[src/rtl/fir_param.sv]
// fir_param: parameterised direct-form FIR filter with a writable coefficient
// bank, one-cycle result register, optional output saturation and a sticky
// overflow flag.
module fir_param #(
    parameter int unsigned IN_W   = 4,
    parameter int unsigned COEF_W = 8,
    parameter int unsigned TAPS   = 5,
    parameter int unsigned OUT_W  = 16,
    parameter int unsigned SAT    = 1
) (
    input  logic                clk,
    input  logic                rst_n,
    input  logic [IN_W-1:0]     In,
    input  logic                in_valid,
    input  logic                clear,
    input  logic                coef_we,
    input  logic [4:0]          coef_addr,
    input  logic [COEF_W-1:0]   coef_data,
    output logic [OUT_W-1:0]    Out,
    output logic                out_valid,
    output logic                ovf
);

    localparam int unsigned PROD_W = IN_W + COEF_W;
    localparam int unsigned ACC_W  = PROD_W + $clog2(TAPS);
    // One guard bit above the wider of accumulator and output so range
    // checks never lose the sign.
    localparam int unsigned EXT_W  = ((ACC_W > OUT_W) ? ACC_W : OUT_W) + 1;

    localparam logic signed [EXT_W-1:0] MAX_V =
        {{(EXT_W - OUT_W + 1){1'b0}}, {(OUT_W - 1){1'b1}}};
    localparam logic signed [EXT_W-1:0] MIN_V =
        {{(EXT_W - OUT_W + 1){1'b1}}, {(OUT_W - 1){1'b0}}};

    logic signed [IN_W-1:0]   x_q    [TAPS];
    logic signed [COEF_W-1:0] c_q    [TAPS];
    logic signed [PROD_W-1:0] prod_c [TAPS];
    logic signed [ACC_W-1:0]  acc_c;
    logic signed [EXT_W-1:0]  s_ext_c;
    logic                     hi_c;
    logic                     lo_c;
    logic [OUT_W-1:0]         res_c;
    logic                     pend_q;

    // Power-on coefficient set: a small symmetric low-pass kernel.
    function automatic logic signed [COEF_W-1:0] coef_default(input int unsigned k);
        logic signed [COEF_W-1:0] v;
        case (k)
            0:       v = COEF_W'(1);
            1:       v = COEF_W'(4);
            2:       v = COEF_W'(16);
            3:       v = COEF_W'(4);
            4:       v = COEF_W'(1);
            default: v = '0;
        endcase
        return v;
    endfunction

    // Delay line: flush on clear, shift on an accepted sample, else hold.
    always_ff @(posedge clk or negedge rst_n) begin
        if (!rst_n) begin
            for (int unsigned k = 0; k < TAPS; k++) x_q[k] <= '0;
        end else if (clear) begin
            for (int unsigned k = 0; k < TAPS; k++) x_q[k] <= '0;
        end else if (in_valid) begin
            x_q[0] <= In;
            for (int unsigned k = 1; k < TAPS; k++) x_q[k] <= x_q[k-1];
        end
    end

    // Coefficient bank: out-of-range addresses match no tap and are dropped.
    always_ff @(posedge clk or negedge rst_n) begin
        if (!rst_n) begin
            for (int unsigned k = 0; k < TAPS; k++) c_q[k] <= coef_default(k);
        end else begin
            for (int unsigned k = 0; k < TAPS; k++) begin
                if (coef_we && (coef_addr == 5'(k))) c_q[k] <= coef_data;
            end
        end
    end

    // Marks that the delay line took a sample, so a result is due next edge.
    always_ff @(posedge clk or negedge rst_n) begin
        if (!rst_n) pend_q <= 1'b0;
        else        pend_q <= in_valid & ~clear;
    end

    // Full-precision sum of products over the current delay line.
    always_comb begin
        acc_c = '0;
        for (int unsigned k = 0; k < TAPS; k++) begin
            prod_c[k] = PROD_W'(x_q[k]) * PROD_W'(c_q[k]);
            acc_c     = acc_c + ACC_W'(prod_c[k]);
        end
    end

    // Range detection and saturate-or-wrap selection of the output value.
    always_comb begin
        s_ext_c = EXT_W'(acc_c);
        hi_c    = (s_ext_c > MAX_V);
        lo_c    = (s_ext_c < MIN_V);
        res_c   = s_ext_c[OUT_W-1:0];
        if (SAT != 0) begin
            if (hi_c)      res_c = MAX_V[OUT_W-1:0];
            else if (lo_c) res_c = MIN_V[OUT_W-1:0];
        end
    end

    // Result register: clear drops the pending result and the overflow flag.
    always_ff @(posedge clk or negedge rst_n) begin
        if (!rst_n) begin
            Out       <= '0;
            out_valid <= 1'b0;
            ovf       <= 1'b0;
        end else if (clear) begin
            out_valid <= 1'b0;
            ovf       <= 1'b0;
        end else if (pend_q) begin
            Out       <= res_c;
            out_valid <= 1'b1;
            ovf       <= ovf | hi_c | lo_c;
        end else begin
            out_valid <= 1'b0;
        end
    end

endmodule

[config.mk]
export PLATFORM = sky130hd
export DESIGN_NAME = fir_param
export DESIGN_NICKNAME = d
export VERILOG_FILES = /design/src/rtl/fir_param.sv
export SDC_FILE = /design/constraint.sdc
export NUM_CORES = 1
export LEC_CHECK = 0
export CAP_MARGIN = 0
export CORE_MARGIN = 2
export CORE_UTILIZATION = 60
export CTS_BUF_LIST = sky130_fd_sc_hd__clkbuf_4 sky130_fd_sc_hd__clkbuf_8
export CTS_CLUSTER_SIZE = 8
export DETAILED_ROUTE_END_ITERATION = 12
export PLACE_DENSITY = 0.79
export SLEW_MARGIN = 40
export SYNTH_ARGS = -nofsm -noshare
export SYNTH_HDL_FRONTEND = slang
export SYNTH_SLANG_ARGS = --single-unit
export TNS_END_PERCENT = 50
[constraint.sdc]
create_clock -name clk -period 7.64 [get_ports clk]
set_clock_uncertainty 0.2 [all_clocks]
set_input_delay 2.292 -clock clk [delete_from_list [all_inputs] [get_ports clk]]
set_output_delay 2.292 -clock clk [all_outputs]
set_load 0.05 [all_outputs]
* Word-level counts from Yosys, hierarchy flattened *
Index checks and enable logic that the tools add are counted.

word-level totals
  register bits = 79
  input port bits = 22
  logic and storage cells = 50

operators by class
  add/subtract/negate cells = 4
  $mul = 5
  magnitude comparators = 2
  equality and inequality tests = 4
  multiplexer cells = 8
  bitwise logic cells = 4
  reductions and logical operators = 9

operator list
  cell                                                                     number
  4-bit by 8-bit multiplier with 12-bit output                             5
  20-bit two-way mux                                                       2
  16-bit two-way mux                                                       2
  15-bit by 16-bit > comparator with 1-bit output (second input constant)  1
  15-bit by 16-bit < comparator with 1-bit output (second input constant)  1
  14-bit by 12-bit adder with 15-bit output                                1
  15-bit by 12-bit adder with 15-bit output                                1
  13-bit by 12-bit adder with 14-bit output                                1
  12-bit by 12-bit adder with 13-bit output                                1
  5-bit by 2-bit == test with 1-bit output (second input constant)         2
  5-bit by 1-bit == test with 1-bit output (second input constant)         1
  5-bit by 3-bit == test with 1-bit output (second input constant)         1
  1-bit logical AND                                                        5
  5-bit logical NOT                                                        1
  1-bit two-way mux                                                        4
  2-bit nonzero test                                                       2
  1-bit bitwise OR                                                         2
  2-bit AND reduction                                                      1
  1-bit bitwise AND                                                        1
  1-bit NOT                                                                1

* Longest topological paths before layout *
Gate-level depths: netlist of run 1.

  depth in word-level cells = 10
  gate-level depth with buffers = 23

* Least setup slack after synthesis of run 1 *
Ideal clock, no wire load.

  kind = reg-to-reg
  from = register x_q[8] (netlist name)
  to = register Out[10]
  library setup time = 0.092 ns
  arrival = 5.562 ns
  required time = 7.348 ns
  slack = 1.786 ns
  cell stages (with the launch flop) = 20
  period minus slack after synthesis = 5.854 ns
  cells stage by stage = dfrtp_1 clkbuf_1 and2_1 inv_1 fa_1 inv_1 fa_1 fa_1 fa_1 fa_1 fa_1 inv_1 fa_1 inv_1 ha_1 a21o_1 o21a_1 o21a_1 o21a_1 o31ai_2

between the ends
  cells in the longest elaborated chain, start to end = 7

RTL lines
  what                                              line  source
  start: declaration                                35    logic signed [IN_W-1:0] x_q [TAPS];
  4-bit by 8-bit multiplier with 12-bit output (*)  92    prod_c[k] = PROD_W'(x_q[k]) * PROD_W'(c_q[k]);
  13-bit by 12-bit adder with 14-bit output (*)     93    acc_c = acc_c + ACC_W'(prod_c[k]);
  14-bit by 12-bit adder with 15-bit output (*)     93
  15-bit by 12-bit adder with 15-bit output (*)     93
  15-bit by 16-bit < comparator with 1-bit output   101   lo_c = (s_ext_c < MIN_V);
  16-bit two-way mux                                105   else if (lo_c) res_c = MIN_V[OUT_W-1:0];
  16-bit two-way mux (*)                            104   if (hi_c) res_c = MAX_V[OUT_W-1:0];
  end signal: assignment                            119   Out <= res_c;
  end: declaration                                  19    output logic [OUT_W-1:0] Out,

Every way passes the cells marked *; elsewhere a longest branch is shown, timed or not.
A chain may end at the register's enable or synchronous reset.

* Worst setup path after layout of run 1 *
  from = register x_q[19] (netlist name)
  to = register Out[14]

between the ends
  cells in the longest elaborated chain, start to end = 8

RTL lines
  what                                              line
  4-bit by 8-bit multiplier with 12-bit output (*)  92
  12-bit by 12-bit adder with 13-bit output (*)     93
  13-bit by 12-bit adder with 14-bit output (*)     93
  14-bit by 12-bit adder with 15-bit output (*)     93
  15-bit by 12-bit adder with 15-bit output (*)     93
  15-bit by 16-bit < comparator with 1-bit output   101
  16-bit two-way mux                                105
  16-bit two-way mux (*)                            104

Marked as above.

==> results of run 1 <==
[report_power, final]
group | switching, µW | total, µW | internal, µW
logic | 324 | 555 | 231
clock network | 182 | 372 | 189
registers | 82.4 | 576 | 494
total | 589 | 1500 | 914
[metal layers]
layer / wire (µm) / global-route usage / vias to the layer above / share of wire
li1: - / - / 2784 / -
met5: 0 / 0 / - / 0
met4: 427 / 0.0727 / 0 / 0.022
met2: 9970 / 0.451 / 147 / 0.52
met1: 7840 / 0.340 / 3170 / 0.41
met3: 806 / 0.0418 / 29 / 0.042
[logic make-up after synthesis]
family,count (synthesis)
fa+ha+maj,242
buf+inv,240
simple gates,231
flops,79
mux,63
compound gates,42
xor+xnor,19
[worst max-delay path: cells and delay by family (launching register included)]
family          cells  cell delay [ns]
fa+ha+maj           8             3.74
compound gates      5             0.92
flops               1             0.51
buf+inv             5             0.43
simple gates        1             0.21
xor+xnor            1             0.21
[metrics by stage]
stage / setup slack, ns / hold WS, ns / util
2_1_floorplan: 1.79 / 0.314 / -
3_3_place_gp: 1.39 / 0.258 / 0.646
3_5_place_dp: 1.34 / 0.270 / 0.646
4_1_cts: 1.27 / 0.291 / 0.661
5_1_grt: 0.913 / 0.323 / 0.661
6_report: 1.26 / 0.283 / 0.661
[path summary, 6_finish.rpt]
| kind | startpoint | to | slack, ns | cells past startpoint |
|---|---|---|---|---|
| max reg2reg | x_q[19] | Out[14] | 1.26 | 20 |
| max in group asynchronous | rst_n | c_q[19] | 5.04 | 1 |
| max | x_q[19] | Out[14] | 1.26 | 20 |
| min in group asynchronous | rst_n | Out[11] | 1.74 | 1 |
| min reg2reg | Out[2] | Out[2] | 0.28 | 2 |
| min | Out[2] | Out[2] | 0.28 | 2 |
[registers in the layout (all words and copies together) (netlist names)]
register,count
out_valid,1
ovf,1
pend_q,1
x_q,20
Out,16
c_q,40
[cell usage in the layout (no fill, tap or decap), types with 2 or more instances in the layout]
cell type,netlist,final
o21ai_1,2,2
ha_1,58,58
dfstp_2,5,5
nor2b_1,10,10
nand4_1,2,2
nor2_1,43,43
clkinv_1,2,2
o21a_1,5,5
o31ai_1,2,2
bufinv_16,0,2
fa_1,184,184
dfrtp_1,74,74
nand2b_1,21,20
clkbuf_8,0,10
and2_1,72,72
a31oi_1,2,2
xnor2_1,14,14
xor2_1,5,5
inv_1,219,219
clkdlybuf4s50_1,0,37
o21ai_0,9,9
nand2_1,77,77
mux2i_1,21,21
mux2_2,42,42
clkinvlp_4,0,2
nor3_1,3,3
a21o_1,4,4
nand3b_1,2,2
a21oi_1,10,10
[cell type report]
class,instances,area [µm²],area share
clock inverters,6,92.6,0.00892
repair buffers,40,397,0.0382
inverters,221,830,0.0799
well taps,216,270,0.0260
multi-input cells,597,6680,0.643
flip-flops and latches,79,1980,0.191
clock buffers,10,131,0.0127
==> metrics, run 1 <==
status finished, final reports clean; largest net degree at the start of global routing 80; CP Capture Type register; CTS tree done; min-delay worst type register to register; # clock sinks 79; Die X 130 µm; Synth Area in Adders 0.461; initial antenna violation count 0; Final period util 0.835; Slew Viols, Final 0; commonest cells in the netlist inv_1, fa_1, nand2_1; most frequent cell after synthesis inv_1; CP Class register to register; simple-gate share of the synthesized area 0.119; Worst EP arrival 6.45 ns; Final Hold Vio Count 0; CP Max Fanout 7; Post-DP HPWL 15800 µm; Static Leak 0.00536 µW; max_cap viols 0; Cells after DPL 1153; share of the yosys chip area belonging to registers 0.207; area growth from synthesis to layout 8.57%; Overflow after GRT 0; # IOs 40; Starting Density 0.609; Clock Path Buffers 2; first-pass GRT wire length 32700 µm; die area 17000 µm²; PortBufs 39; Cell Rows 46; Fmax achieved 157 MHz; Final Cell Area 10400 µm²; Hold Buf Count CTS 0; minimum clock period 6.38 ns; number of flops mapped to enable cells by yosys 0; # resized after CTS 0; Yosys reg bits 79; top post-synthesis cells by area fa_1, dfrtp_1, inv_1; Synth Area in Compound Gates 0.0290; XOR/XNOR share of the synthesized area 0.0174; Synth area leader fa_1; Power, Total 1500 µW; share of cells above drive strength 1 0.0745; startpoint types register; worst slew pin tran 0.664 ns; synth warn 0; initial DRC count 326; fin cells 1169; mapped cell area 9570 µm²; Pwr per Cell Area 145 nW/µm²; Worst IR Drop VDD 0.125 mV; Core Area 15700 µm²; CTS root buf clkbuf_8; TritonRoute pass-1 iters 5; Final setup viols 0; post-synthesis cell count 916; Setup TNS Final 0 ns; WL/cell 16.3 µm; synthesized area per cell 10.4 µm²; Total GRT Usage 0.259; clock slew at reported path FFs 0.10 ns; Final nets 1212; Clock Latency Late Sink 0.40 ns; # DRC 0; dpl cell area 10200 µm²; Die Y-Extent 130 µm; number of global-route vias before repair 6496; postcts setup bufs 0; crit-path cells inv_1 -> nor2_1 -> fa_1 -> fa_1 -> inv_1 -> fa_1 -> fa_1 -> inv_1 -> fa_1 -> fa_1 -> inv_1 -> fa_1 -> inv_1 -> ha_1 -> o211ai_2 -> a21oi_2 -> o31ai_1 -> a31oi_1 -> xnor2_1 -> a21oi_1; RSZ-0062 raised after global routing false; Worst Path Required 7.71 ns; Slew HR 0.558; CTS Buf Count 9; Synth top area share 0.385; H-tree depth 3; library cells used by synthesis 36; Filler Cells Inserted 1228; Post-synth ARST share 1.00; slowest stage cell, crit path dfrtp_1; DR vias/cell 5.24; post-synthesis mux area share 0.0714; largest family of logic cells by synthesized area adder cells; Max stage delay on crit path 0.51 ns; Antenna Cells 0; Final Wtd Congestion 0.862; Synth Flop Type dfrtp_1; most used cell, CP fa_1; Syn Nets 1180; DR vias 6130; Antenna Nets Post-Route 0; Routed WL 19000 µm
(Power assumes the default switching activity.)
==> inputs of run 2 (changes only) <==
==> constraint.sdc (replaced) <==
create_clock -name clk -period 6.45 [get_ports clk]
set_clock_uncertainty 0.2 [all_clocks]
set_input_delay 1.935 -clock clk [delete_from_list [all_inputs] [get_ports clk]]
set_output_delay 1.935 -clock clk [all_outputs]
set_load 0.05 [all_outputs]
==> run 2 against run 1 <==
Effect of this change:
- maximum frequency increased by 3.0%
- global-route usage increased by 0.89 points
- critical endpoint unchanged
- critical path depth decreased by 1
==> metrics, run 2 (synthesized netlist as in run 1, its figures left out) <==
Cells after DPL 1158 (+0.43%); Worst Path Required 6.50 ns (-1.21 ns); max_cap viols 0 (unchanged); WHS 0.279 ns (-0.00419 ns); initial antenna violation count 0 (unchanged); largest registers c_q: 40 flops, x_q: 20 flops, Out: 16 flops; Final Wtd Congestion 0.834 (-3.3%); RSZ-0062 raised after global routing false; clock slew at reported path FFs 0.10 ns (about the same); max reg flops 40 (unchanged); min-delay worst type register to register; commonest non-fill, non-tap cell in the layout inv_1; Clock Latency Late Sink 0.39 ns (about the same); CTS root buf clkbuf_8; most flop-heavy register c_q; area of the multi-input gates 6690 µm² (about the same); area growth from synthesis to layout 9.05%; Cell Rows 46 (unchanged); status finished, final reports clean; TritonRoute pass-1 iters 5 (unchanged); slowest stage cell, crit path dfrtp_1; WL/cell 17.0 µm (+4.1%); PortBufs 39 (unchanged); initial DRC count 384 (+18%); Max stage delay on crit path 0.54 ns (+0.03 ns); CTS tree done; die area 17000 µm² (unchanged); Core Area 15700 µm² (unchanged); Clock Path Buffers 2 (unchanged); number of global-route vias before repair 6745 (+3.8%); Static Leak 0.00536 µW (about the same); largest net degree at the start of global routing 80 (unchanged); Antenna Nets Post-Route 0 (unchanged); CP Capture Type register; startpoint types register; Starting Density 0.609 (unchanged); CP Class register to register; final worst setup slack 0.256 ns (-1.00 ns); minimum clock period 6.19 ns (-0.187 ns); CTS Buf Count 9 (unchanged); Total GRT Usage 0.268 (+0.00894); Slew Viols, Final 0 (unchanged); Final period util 0.960 (+0.125); hold path startpoint Out[0]; first-pass GRT wire length 34000 µm (+3.9%); CP Max Fanout 10 (+3); Fmax achieved 161 MHz (+3.0%); DR vias/cell 5.26 (+0.34%); # resized after CTS 0 (unchanged); Pwr per Cell Area 169 nW/µm² (+17%); Final setup viols 0 (unchanged); crit-path cells and2_1 -> fa_1 -> inv_1 -> fa_1 -> inv_1 -> fa_1 -> fa_1 -> fa_1 -> inv_1 -> fa_1 -> fa_1 -> inv_1 -> ha_1 -> nand2b_1 -> a21oi_2 -> o31ai_1 -> a31oi_1 -> xnor2_1 -> a21oi_1; # IOs 40 (unchanged); Routed WL 19900 µm (+4.6%); H-tree depth 3 (unchanged); Worst R2R Start x_q[6]; Antenna Cells 0 (unchanged); most used cell, CP fa_1; Final Hold Vio Count 0 (unchanged); DR vias 6177 (+0.77%); Die X 130 µm (unchanged); Slew HR 0.541 (-0.0169); FF+latch area 2000 µm² (+0.82%); Worst EP arrival 6.25 ns (-0.20 ns); # clock sinks 79 (unchanged); fin cells 1174 (+0.43%); Post-DP HPWL 16400 µm (+4.2%); Final nets 1217 (+0.41%); Filler Cells Inserted 1228 (unchanged); Die Y-Extent 130 µm (unchanged); # DRC 0 (unchanged); Worst IR Drop VDD 0.122 mV (-2.0%); postcts setup bufs 0 (unchanged); share of cells above drive strength 1 0.0939 (+0.0194); Hold Buf Count CTS 0 (unchanged); worst setup path startpoint x_q[6]; most frequent cells in the layout inv_1, fa_1, nand2_1; Overflow after GRT 0 (unchanged); dpl ws 0.201 ns (-1.14 ns); Setup TNS Final 0 ns (unchanged); worst slew pin tran 0.689 ns (+0.0254 ns)
[run 2: worst paths after layout]
kind                            to  slack [ns]  cells past startpoint
max                        Out[14]        0.26                     19
min                         Out[0]        0.28                      2
max reg2reg                Out[14]        0.26                     19
min reg2reg                 Out[0]        0.28                      2
max in group asynchronous  x_q[18]        4.12                      1
min in group asynchronous   Out[8]        1.38                      1
[run 2: layout make-up]
type | count | share of cell area
Tap cell | 216 | 0.0259
Clock inverter | 6 | 0.00648
Inverter | 221 | 0.0795
Sequential cell | 79 | 0.192
Clock buffer | 10 | 0.0132
Timing Repair Buffer | 45 | 0.0421
Multi-Input combinational cell | 597 | 0.641
[run 2: power by group]
group          internal (µW)  switching [µW]
clock network            192             219
logic                    277             389
registers                585            98.1
total                   1050             706
[run 2: metal layers]
metal / up-vias / track usage / wire length, µm
met2: 169 / 0.456 / 10400
met5: - / 0 / 0
met1: 3188 / 0.361 / 8170
met4: 0 / 0.0860 / 465
met3: 26 / 0.0353 / 918
li1: 2794 / - / -
[run 2: worst max-delay path, delay by kind of cell (launching register included)]
kind                     cells  cell delay, ns
AO/OA/AOI/OAI                4            0.75
XOR/XNOR                     1            0.20
adder cells (fa/ha/maj)      8            3.77
buffers and inverters        4            0.19
flip-flops                   1            0.54
AND/OR/NAND/NOR              2            0.38
[run 2: through the flow]
stage / area, µm² / utilization / power (µW)
finish: 10400 / 0.664 / 1760
floorplan: 9570 / - / 1140
CTS: 10400 / 0.662 / 1770
detailed placement: 10200 / 0.649 / 1360
global route: 10400 / 0.664 / 1880
global placement: 10200 / 0.649 / 1330
==> inputs of run 3 (changes only) <==
--- a/config.mk
+++ b/config.mk
@@ -16,4 +16,4 @@
 export SYNTH_ARGS = -nofsm -noshare
 export SYNTH_HDL_FRONTEND = slang
 export SYNTH_SLANG_ARGS = --single-unit
-export TNS_END_PERCENT = 50
+export TNS_END_PERCENT = 1
==> results of run 3 <==
Same layout as run 2: the final DEF is identical, and so are final timing and power.
